**config.mk**
```make
export PLATFORM = sky130hd
export DESIGN_NAME = pacman_mover
export DESIGN_NICKNAME = d
export VERILOG_FILES = /design/src/rtl/pacman_mover.sv
export SDC_FILE = /design/constraint.sdc
export NUM_CORES = 1
export LEC_CHECK = 0
export CAP_MARGIN = 20
export CORE_MARGIN = 1.5
export CORE_UTILIZATION = 50
export DETAILED_ROUTE_END_ITERATION = 6
export GPL_ROUTABILITY_DRIVEN = 0
export PLACE_DENSITY = 0.79
export SETUP_SLACK_MARGIN = 0.1
export SYNTH_ARGS = -nofsm -noshare
export SYNTH_HDL_FRONTEND = slang
export SYNTH_SLANG_ARGS = --single-unit
```
**constraint.sdc**
```tcl
create_clock -name clk -period 6.2 [get_ports clk]
set_clock_uncertainty 0.2 [all_clocks]
set_input_delay 1.24 -clock clk [delete_from_list [all_inputs] [get_ports clk]]
set_output_delay 1.24 -clock clk [all_outputs]
set_load 0.02 [all_outputs]
```
**src/rtl/pacman_mover.sv**
```systemverilog
// Grid-step Pac-Man movement controller: buffers turn requests, probes map_lut per neighbour, steps one tile per move_tick.
// Optional TUNNEL_WRAP_EN: horizontal tunnel wrap between x=0 and x=26 on the same row.
module pacman_mover #(
    parameter logic [7:0] START_X   = 8'd13,
    parameter logic [6:0] START_Y   = 7'd18,
    parameter logic [1:0] START_DIR = 2'd3
) (
    input  logic       clk,
    input  logic       resetn,
    input  logic       move_tick,
    input  logic       dir_req_valid,
    input  logic [1:0] dir_req,
    output logic [7:0] map_x,
    output logic [6:0] map_y,
    input  logic       map_wall,
    output logic [7:0] pos_x,
    output logic [6:0] pos_y,
    output logic [1:0] dir_cur,
    output logic       moving,
    output logic       step_done,
    output logic       busy
);

    localparam logic [1:0] S_IDLE    = 2'd0;
    localparam logic [1:0] S_CHK_REQ = 2'd1;
    localparam logic [1:0] S_CHK_CUR = 2'd2;
    localparam logic [1:0] S_MOVE    = 2'd3;

    logic [1:0] state;
    logic [1:0] pend;
    logic       pend_valid;
    logic [1:0] look_dir;
    logic [7:0] nx;
    logic [6:0] ny;
    logic       out_range;
    logic       free;

    // Underflow wraps to 255 / 127, so the range check below also catches it.
    always_comb begin
        look_dir  = (state == S_CHK_REQ) ? pend : dir_cur;
        nx        = pos_x;
        ny        = pos_y;
        case (look_dir)
            2'd0:    ny = pos_y - 7'd1;
            2'd1:    nx = pos_x + 8'd1;
            2'd2:    ny = pos_y + 7'd1;
            default: nx = pos_x - 8'd1;
        endcase
`ifdef TUNNEL_WRAP_EN
        if (look_dir == 2'd3 && pos_x == 8'd0)  nx = 8'd26;
        if (look_dir == 2'd1 && pos_x == 8'd26) nx = 8'd0;
`endif
        out_range = (nx > 8'd26) || (ny > 7'd23);
    end

    assign free  = !out_range && !map_wall;
    assign map_x = (state == S_IDLE) ? pos_x : nx;
    assign map_y = (state == S_IDLE) ? pos_y : ny;
    assign busy  = (state != S_IDLE);

    always_ff @(posedge clk or negedge resetn) begin
        if (!resetn) begin
            state      <= S_IDLE;
            pos_x      <= START_X;
            pos_y      <= START_Y;
            dir_cur    <= START_DIR;
            pend       <= 2'd0;
            pend_valid <= 1'b0;
            moving     <= 1'b0;
            step_done  <= 1'b0;
        end else begin
            step_done <= 1'b0;
            if (dir_req_valid) begin
                pend       <= dir_req;
                pend_valid <= 1'b1;
            end
            case (state)
                S_IDLE: begin
                    // A request arriving with the tick is latched this edge and used for this step.
                    if (move_tick)
                        state <= (pend_valid || dir_req_valid) ? S_CHK_REQ : S_CHK_CUR;
                end
                S_CHK_REQ: begin
                    if (free) begin
                        dir_cur <= pend;
                        if (!dir_req_valid)
                            pend_valid <= 1'b0;
                        state <= S_MOVE;
                    end else begin
                        state <= S_CHK_CUR;
                    end
                end
                S_CHK_CUR: begin
                    if (free) begin
                        state <= S_MOVE;
                    end else begin
                        moving    <= 1'b0;
                        step_done <= 1'b1;
                        state     <= S_IDLE;
                    end
                end
                default: begin
                    pos_x     <= nx;
                    pos_y     <= ny;
                    moving    <= 1'b1;
                    step_done <= 1'b1;
                    state     <= S_IDLE;
                end
            endcase
        end
    end

endmodule

```
# [Word level (Yosys, flattened, before mapping)]
# Index checks and enable logic that the tools add are counted.
[totals] input_bits=7 word_cells=52 ff_bits=24 output_inout_bits=35
[classes] n_eq_ne=6 add_sub_neg=4 n_bitwise=1 n_lt_le_gt_ge=2 reduce_logical=13 mux=18
[ops] cell="$pmux 8 s2" n=1
[ops] cell="$pmux 7 s2" n=1
[ops] cell="$add 8x1->8 const B" n=1
[ops] cell="$gt 8x5->1 const B" n=1
[ops] cell="$mux 2" n=4
[ops] cell="$mux 8" n=1
[ops] cell="$sub 8x1->8 const B" n=1
[ops] cell="$add 7x1->7 const B" n=1
[ops] cell="$gt 7x5->1 const B" n=1
[ops] cell="$mux 1" n=7
[ops] cell="$mux 7" n=1
[ops] cell="$sub 7x1->7 const B" n=1
[ops] cell="$pmux 2 s3" n=1
[ops] cell="$eq 2x1->1 const B" n=2
[ops] cell="$eq 2x2->1 const B" n=2
[ops] cell="$logic_not 2->1" n=2
[ops] cell="$ne 2x2->1 const B" n=2
[ops] cell="$pmux 1 s2" n=2
[ops] cell="$reduce_and 2->1" n=2
[ops] cell="$reduce_or 2->1" n=2
[ops] cell="$reduce_or 3->1" n=1
[ops] cell="$logic_not 1->1" n=2
[ops] cell="$logic_or 1x1->1" n=2
[ops] cell="$reduce_bool 2->1" n=1
[ops] cell="other kinds (2)" n=2

# [Longest topological paths before layout]
[logic_depth] word_depth=11 depth_mapped=15 depth_no_buf=12

# [Worst setup path after synthesis]
# No wires, ideal clock.
[synth_timing] path_type="register to output" start="reg state[1]" end="out map_x[6]" required_time_ns=4.760 path_stages_with_launch=14 path_slack_ns=1.824 arrival_ns=2.936 path_buffers=3 path_cell_list="dfrtp_1 > buf_2 > nand2b_4 > buf_6 > mux2_4 > buf_4 > nand2_1 > inv_1 > fa_1 > nand2b_1 > a211oi_1 > o2111a_1 > nor3_4 > a21oi_1"
[synth_between] elab_chain_cells=6 elab_cells_between_ends=9 classes_between="eq/ne (3); mux (3); reduce/logical (3)"
[synth_lines] element="start, declared" line_no="29" rtl="logic [1:0] state;"
[synth_lines] element="start signal, assigned" line_no="81" rtl="state <= (pend_valid || dir_req_valid) ? S_CHK_REQ : S_CHK_CUR;"
[synth_lines] element="$eq 2x1->1" line_no="40" rtl="look_dir = (state == S_CHK_REQ) ? pend : dir_cur;"
[synth_lines] element="$mux 2" line_no="40"
[synth_lines] element="$eq 2x2->1 or $logic_not 2->1 (tied branches)" line_no="43" rtl="case (look_dir)"
[synth_lines] element="$reduce_or 2->1 (no line)"
[synth_lines] element="$pmux 8 s2" line_no="43"
[synth_lines] element="$mux 8 (*)" line_no="57" rtl="assign map_x = (state == S_IDLE) ? pos_x : nx;"
[synth_lines] element="end, declared" line_no="13" rtl="output logic [7:0] map_x,"
# Every way passes the cells marked *; elsewhere a longest branch is shown, timed or not.

# [Worst setup path in the final report]
[layout_timing] start="reg state[1]" end="out map_y[5]"
[layout_between] elab_chain_cells=5 elab_cells_between_ends=7 classes_between="eq/ne (2); mux (3); reduce/logical (2)"
[layout_lines] element="$eq 2x1->1" line_no="40"
[layout_lines] element="$mux 2" line_no="40"
[layout_lines] element="$eq 2x2->1 or $logic_not 2->1 (tied branches)" line_no="43"
[layout_lines] element="$pmux 7 s2" line_no="43"
[layout_lines] element="$mux 7 (*)" line_no="58" rtl="assign map_y = (state == S_IDLE) ? pos_y : ny;"
[layout_lines] element="end, declared" line_no="14" rtl="output logic [6:0] map_y,"
# Marked as above.

==> results.txt <==
Run status = finished, final reports clean
Num rows = 22
Final wirelength = 3.95 mm
Slew @ Worst Pin = 0.554 ns
Fillers = 330
Initial antenna violation count = 0
DRC = 0
FMAX = 190 MHz
Final core occ = 0.651
Synth unique cells = 49
WL per Instance = 13.3 µm
Vias/cell = 5.30
Clk_lat worst skew = 0.27 ns
Vias post-DR = 1574
XOR/XNOR share of the synthesized area = 0.0751
GRT Total Usage = 0.209
Synthesized area = 1870 µm²
Vias in the first global route = 1512
Avg Cell Area, Syn = 8.88 µm²
Post-cts sizing count = 0
Setup_tns = 0 ns
Port bufs = 41
Post-Synth Adder-Cell Area = 0.102
TritonCTS clock tree = built
Die X = 64.1 µm
Overflow after GRT = 0
CTS hold repair buffers = 0
Seq. cell area = 609 µm²
Seq/Total Area, Yosys = 0.327
Starting Density = 0.513
Deepest clock path buffer count = 2
CP endpoint kind = primary output
First-pass GRT wire length = 6.81 mm
Flops & latches, synth = 24
Post-Place Setup Slack = 1.29 ns
Main synth FF type = dfrtp_1
CP Class = register to primary output
ANT cells = 0
RSZ-0062 raised after global routing = false
Footprint of the multi-input gates = 1170 µm²
Max H-tree Level = 1
Clock Root Buffer = clkbuf_8
Max Cap Viol = 0
Largest family of logic cells by synthesized area = compound AO/OA/AOI/OAI gates
Critical Path Start Type = register
Final Hold Vio Count = 0
Synth-to-Final Area Change = 26.8%
Dpl hpwl = 3.05 mm
Critical Path Fanout Max = 8
Die area = 4110 µm²
Yosys warns = 0
Layout Cells excl Fill = 297
Clk sink count = 24
Layout cell share with drive strength beyond 1 = 0.116
Clk slew on worst S/H paths = 0.08 ns
I/O pin count = 42
Syn Nets = 231
Total CTS buffers = 3
Placed Cells = 292
Post-Synth Simple-Gate Area = 0.180
Core ar. = 3630 µm²
EDFF count, synth = 0
Post-route ant nets = 0
Nets = 271
Slew headroom = 0.620
Slew Viols, Final = 0
Setup Buffers After CTS = 0
CP required = 4.76 ns
Drt initial violations = 69
Largest net degree at the start of global routing = 25
Synth Area in Compound Gates = 0.198
Syn Inst Count = 210
Die height = 64.1 µm
Tcrit/Tclk final = 0.850
Fin crit period = 5.27 ns
Critical Path AT = 3.83 ns
Worst setup margin = 0.931 ns
Drt first pass iters = 4
Hold Crit Class = register to register
Async S/R FF share, synth = 1.00
# setup viols final = 0
Post-synthesis mux area share = 0.0744
[kinds of logic (layout without fill, tap and decap cells)]
logic type	Yosys count	after routing
buf+inv	18	57
xor+xnor	16	16
mux	12	12
fa+ha+maj	14	14
simple gates	67	67
flops	24	24
compound gates	59	59
[cell usage after synthesis, drive strengths merged, types with 3 or more instances]
cell type | number | share of area
nand2 | 29 | 0.058
o21ai | 23 | 0.062
dfrtp | 17 | 0.23
nor2 | 16 | 0.032
a21oi | 13 | 0.035
ha | 12 | 0.080
inv | 11 | 0.022
mux2 | 9 | 0.056
xnor2 | 9 | 0.042
dfstp | 7 | 0.099
xor2 | 7 | 0.033
a21o | 5 | 0.020
nand2b | 5 | 0.021
buf | 4 | 0.015
o211ai | 4 | 0.019
or2 | 4 | 0.013
clkbuf | 3 | 0.0060
mux2i | 3 | 0.018
nand3 | 3 | 0.0080
[layout make-up]
class	count	area share
sequential	24	0.258
inverter	11	0.0175
multi-input combinational	168	0.497
clock buffer	4	0.0233
tap	48	0.0254
timing repair buffer	42	0.180
[cells in the final DEF (no fill, tap or decap), types with 2 or more instances in the layout]
cell / count
xnor2_1: 9
a31oi_1: 2
a211oi_1: 2
xor2_1: 7
inv_1: 11
dfrtp_1: 17
clkbuf_8: 4
a21o_1: 5
ha_1: 12
o211ai_1: 3
a21oi_1: 13
mux2i_1: 2
nand2b_1: 4
nor2_1: 16
mux2_1: 2
dfstp_2: 7
fa_1: 2
clkdlybuf4s50_1: 41
or2_2: 4
mux2_2: 6
o21ai_0: 23
nand3_1: 3
nand2_1: 29
[sequential cells by signal, summed over array words and instances (netlist names)]
register and count:
pos_y 7, dir_cur 2, step_done 1, pend 2, pos_x 8, state 2
pend_valid 1, moving 1
[critical path, cell delays in order, from the launching register on]
cell and delay, ns:
dfrtp_1 0.46, nand2b_4 0.22, mux2i_1 0.52, nand2_1 0.31, ha_1 0.39, a21oi_1 0.14
nand2_1 0.10, a31oi_1 0.23, xor2_1 0.25, o21ai_0 0.14, mux2_2 0.27, clkdlybuf4s50_1 0.53
[worst paths after layout]
kind | startpoint | endpoint | slack [ns] | depth (start not counted)
worst max-delay path | state[1]$_DFFE_PN0P_ | map_y[5] | 0.93 | 11
min in group asynchronous | resetn | pos_x[1]$_DFFE_PN0N_ | 1.08 | 1
max in group asynchronous | resetn | pos_y[1]$_DFFE_PN1N_ | 4.18 | 2
worst min-delay path | moving$_DFFE_PN0P_ | moving$_DFFE_PN0P_ | 0.31 | 1
worst min register to register | moving$_DFFE_PN0P_ | moving$_DFFE_PN0P_ | 0.31 | 1
worst max register to register | state[1]$_DFFE_PN0P_ | dir_cur[0]$_DFFE_PN1P_ | 2.26 | 11
[through the flow]
step / area, µm² / hold slack (ns)
after floorplan: 1870 / 0.302
after global placement: 2300 / 0.302
after detailed placement: 2300 / 0.308
after CTS: 2350 / 0.332
after global routing: 2370 / 0.364
final: 2370 / 0.315
[routing by layer]
metal	vias up	routed length [µm]	part of all wire	global-route usage
li1	823	-	-	-
met3	3	93	0.024	0.0246
met1	722	2040	0.52	0.285
met2	26	1790	0.45	0.344
met4	0	34	0.0086	0.0652
met5	-	0	0	0
Power is not shown: default switching activity piles up to over one toggle a cycle in this logic, so the estimate is an artifact.
==> RTL change, RTL diff (same settings) <==
The option `TUNNEL_WRAP_EN` is turned on by a define.
--- a/src/rtl/pacman_mover.sv
+++ b/src/rtl/pacman_mover.sv
@@ -1,5 +1,7 @@
 // Grid-step Pac-Man movement controller: buffers turn requests, probes map_lut per neighbour, steps one tile per move_tick.
 // Optional TUNNEL_WRAP_EN: horizontal tunnel wrap between x=0 and x=26 on the same row.
+`define TUNNEL_WRAP_EN
+
 module pacman_mover #(
     parameter logic [7:0] START_X   = 8'd13,
     parameter logic [6:0] START_Y   = 7'd18,
Function: same outputs for any inputs over 10 cycles, from zero or initial values and one cycle with resetn low; that may be too few to reach the edited logic, so the function may still have changed.
==> RTL change against the unedited design <==
Worst setup slack worse by 280 ps. Routed wire length up 16%. Sequential cell count unchanged. Synthesized cell count grew 6.2%. Area after synthesis grew 4.2%. Final area increased by 4.3%.
Power is not shown: default switching activity piles up to over one toggle a cycle in this logic, so the estimate is an artifact.
==> RTL change: results (changes against the unedited design) <==
{
  "critical_path": {
    "cp_top_family": "compound AO/OA/AOI/OAI gates",
    "largest_stage_delay_on_the_critical_path": {"value": 640, "unit": "ps", "change": "+110 ps"},
    "crit_arrival": {"value": 4110, "unit": "ps", "change": "+280 ps"},
    "ff2ff_path_depth": {"value": 13, "change": "+2"},
    "regToRegEndpoint": "step_done$_DFF_PN0_",
    "regToRegSetupSlack": {"value": 2170, "unit": "ps", "change": "-90 ps"},
    "worst_reg2reg_path_startpoint": "state[0]$_DFFE_PN0P_"
  },
  "grt": {
    "grtUsageMet2": {"value": 38.01, "unit": "%", "change": "+3.6 points"},
    "grt_pass1_vias": {"value": 1607, "change": "+6.3%"},
    "use_met3": {"value": 2.397, "unit": "%", "change": "-0.068 points"},
    "grt_antenna_before_repair": {"value": 0, "change": "unchanged"},
    "grt.total_usage": {"value": 22.45, "unit": "%", "change": "+1.6 points"},
    "met1_usage": {"value": 30.87, "unit": "%", "change": "+2.3 points"},
    "grt_first_pass_wirelength": {"value": 7458, "unit": "um", "change": "+9.5%"}
  },
  "final_layout": {
    "num-nonclk-inverters": {"value": 8, "change": "-3"},
    "multi_input_area_share": {"value": 50.94, "unit": "%", "change": "+1.3 points"},
    "bufAreaShareNonClock": {"value": 17.84, "unit": "%", "change": "-0.14 points"},
    "fillerInstances": {"value": 312, "change": "-5.5%"},
    "post_route_cells_drive_above_1_share": {"value": 11.74, "unit": "%", "change": "+0.096 points"},
    "nFlopsAndLatches": {"value": 24, "change": "unchanged"},
    "multi_input_gates": {"value": 184, "change": "+9.5%"},
    "num-nets-final": {"value": 286, "change": "+5.5%"},
    "antenna-diode-count": {"value": 0, "change": "unchanged"}
  },
  "status": {
    "outcome": "finished clean"
  },
  "logic_synthesis": {
    "synth_area_leaders": "sky130_fd_sc_hd__dfrtp_1, sky130_fd_sc_hd__dfstp_2, sky130_fd_sc_hd__ha_1, sky130_fd_sc_hd__nand2_1, sky130_fd_sc_hd__o21ai_0",
    "ys_seq_area_share": {"value": 31.36, "unit": "%", "change": "-1.3 points"},
    "number_of_distinct_library_cell_variants_in_the_gate_level_netlist_after_synthesis": {"value": 52, "change": "+6.1%"},
    "synth_commonest_cells": "sky130_fd_sc_hd__nand2_1, sky130_fd_sc_hd__nor2_1, sky130_fd_sc_hd__o21ai_0",
    "synthesized_net_count": {"value": 244, "change": "+5.6%"}
  },
  "drt": {
    "wl_met1": {"value": 2184, "unit": "um", "change": "+7.2%"},
    "wl_met2": {"value": 2194, "unit": "um", "change": "+23%"},
    "initialDrtViolationCount": {"value": 99, "change": "+43%"},
    "count_of_vias_placed_by_the_detailed_router": {"value": 1734, "change": "+10%"},
    "dr_wl_met3": {"value": 157, "unit": "um", "change": "+69%"},
    "post_drt_wl_per_cell": {"value": 14.63, "unit": "um", "change": "+10%"}
  },
  "hold_path": {
    "min_to": "pend_valid$_DFF_PN0_",
    "hold_sp": "pend_valid$_DFF_PN0_",
    "holdCritPathClass": "flop to flop"
  },
  "sta": {
    "worstMarginPinSlew": {"value": 626.1, "unit": "ps", "change": "+72.56 ps"}
  }
}
[RTL change: kinds of logic after synthesis]
family | Yosys count | share of synthesized area [%]
AOI/OAI and AO/OA | 65 | 22.47
adders and majority gates | 14 | 9.787
DFF | 24 | 31.36
and+or+nand+nor | 87 | 21.89
xor gates and xnor gates | 7 | 3.155
muxes | 11 | 7.405
buffers and inverters | 15 | 3.928
[RTL change: stage by stage]
| step | utilization, % | worst slack, ps | area [um2] | hold slack, ps | std cells |
|---|---|---|---|---|---|
| after floorplan | - | 1591 | 1943 | 267.0 | 223 |
| after global placement | 64.59 | 1047 | 2382 | 285.6 | 307 |
| after detailed placement | 64.59 | 995.9 | 2382 | 292.4 | 307 |
| after CTS | 66.52 | 663.9 | 2454 | 314.9 | 311 |
| after global routing | 66.93 | 372.5 | 2469 | 346.4 | 312 |
| final | 66.93 | 645.9 | 2469 | 309.5 | 312 |
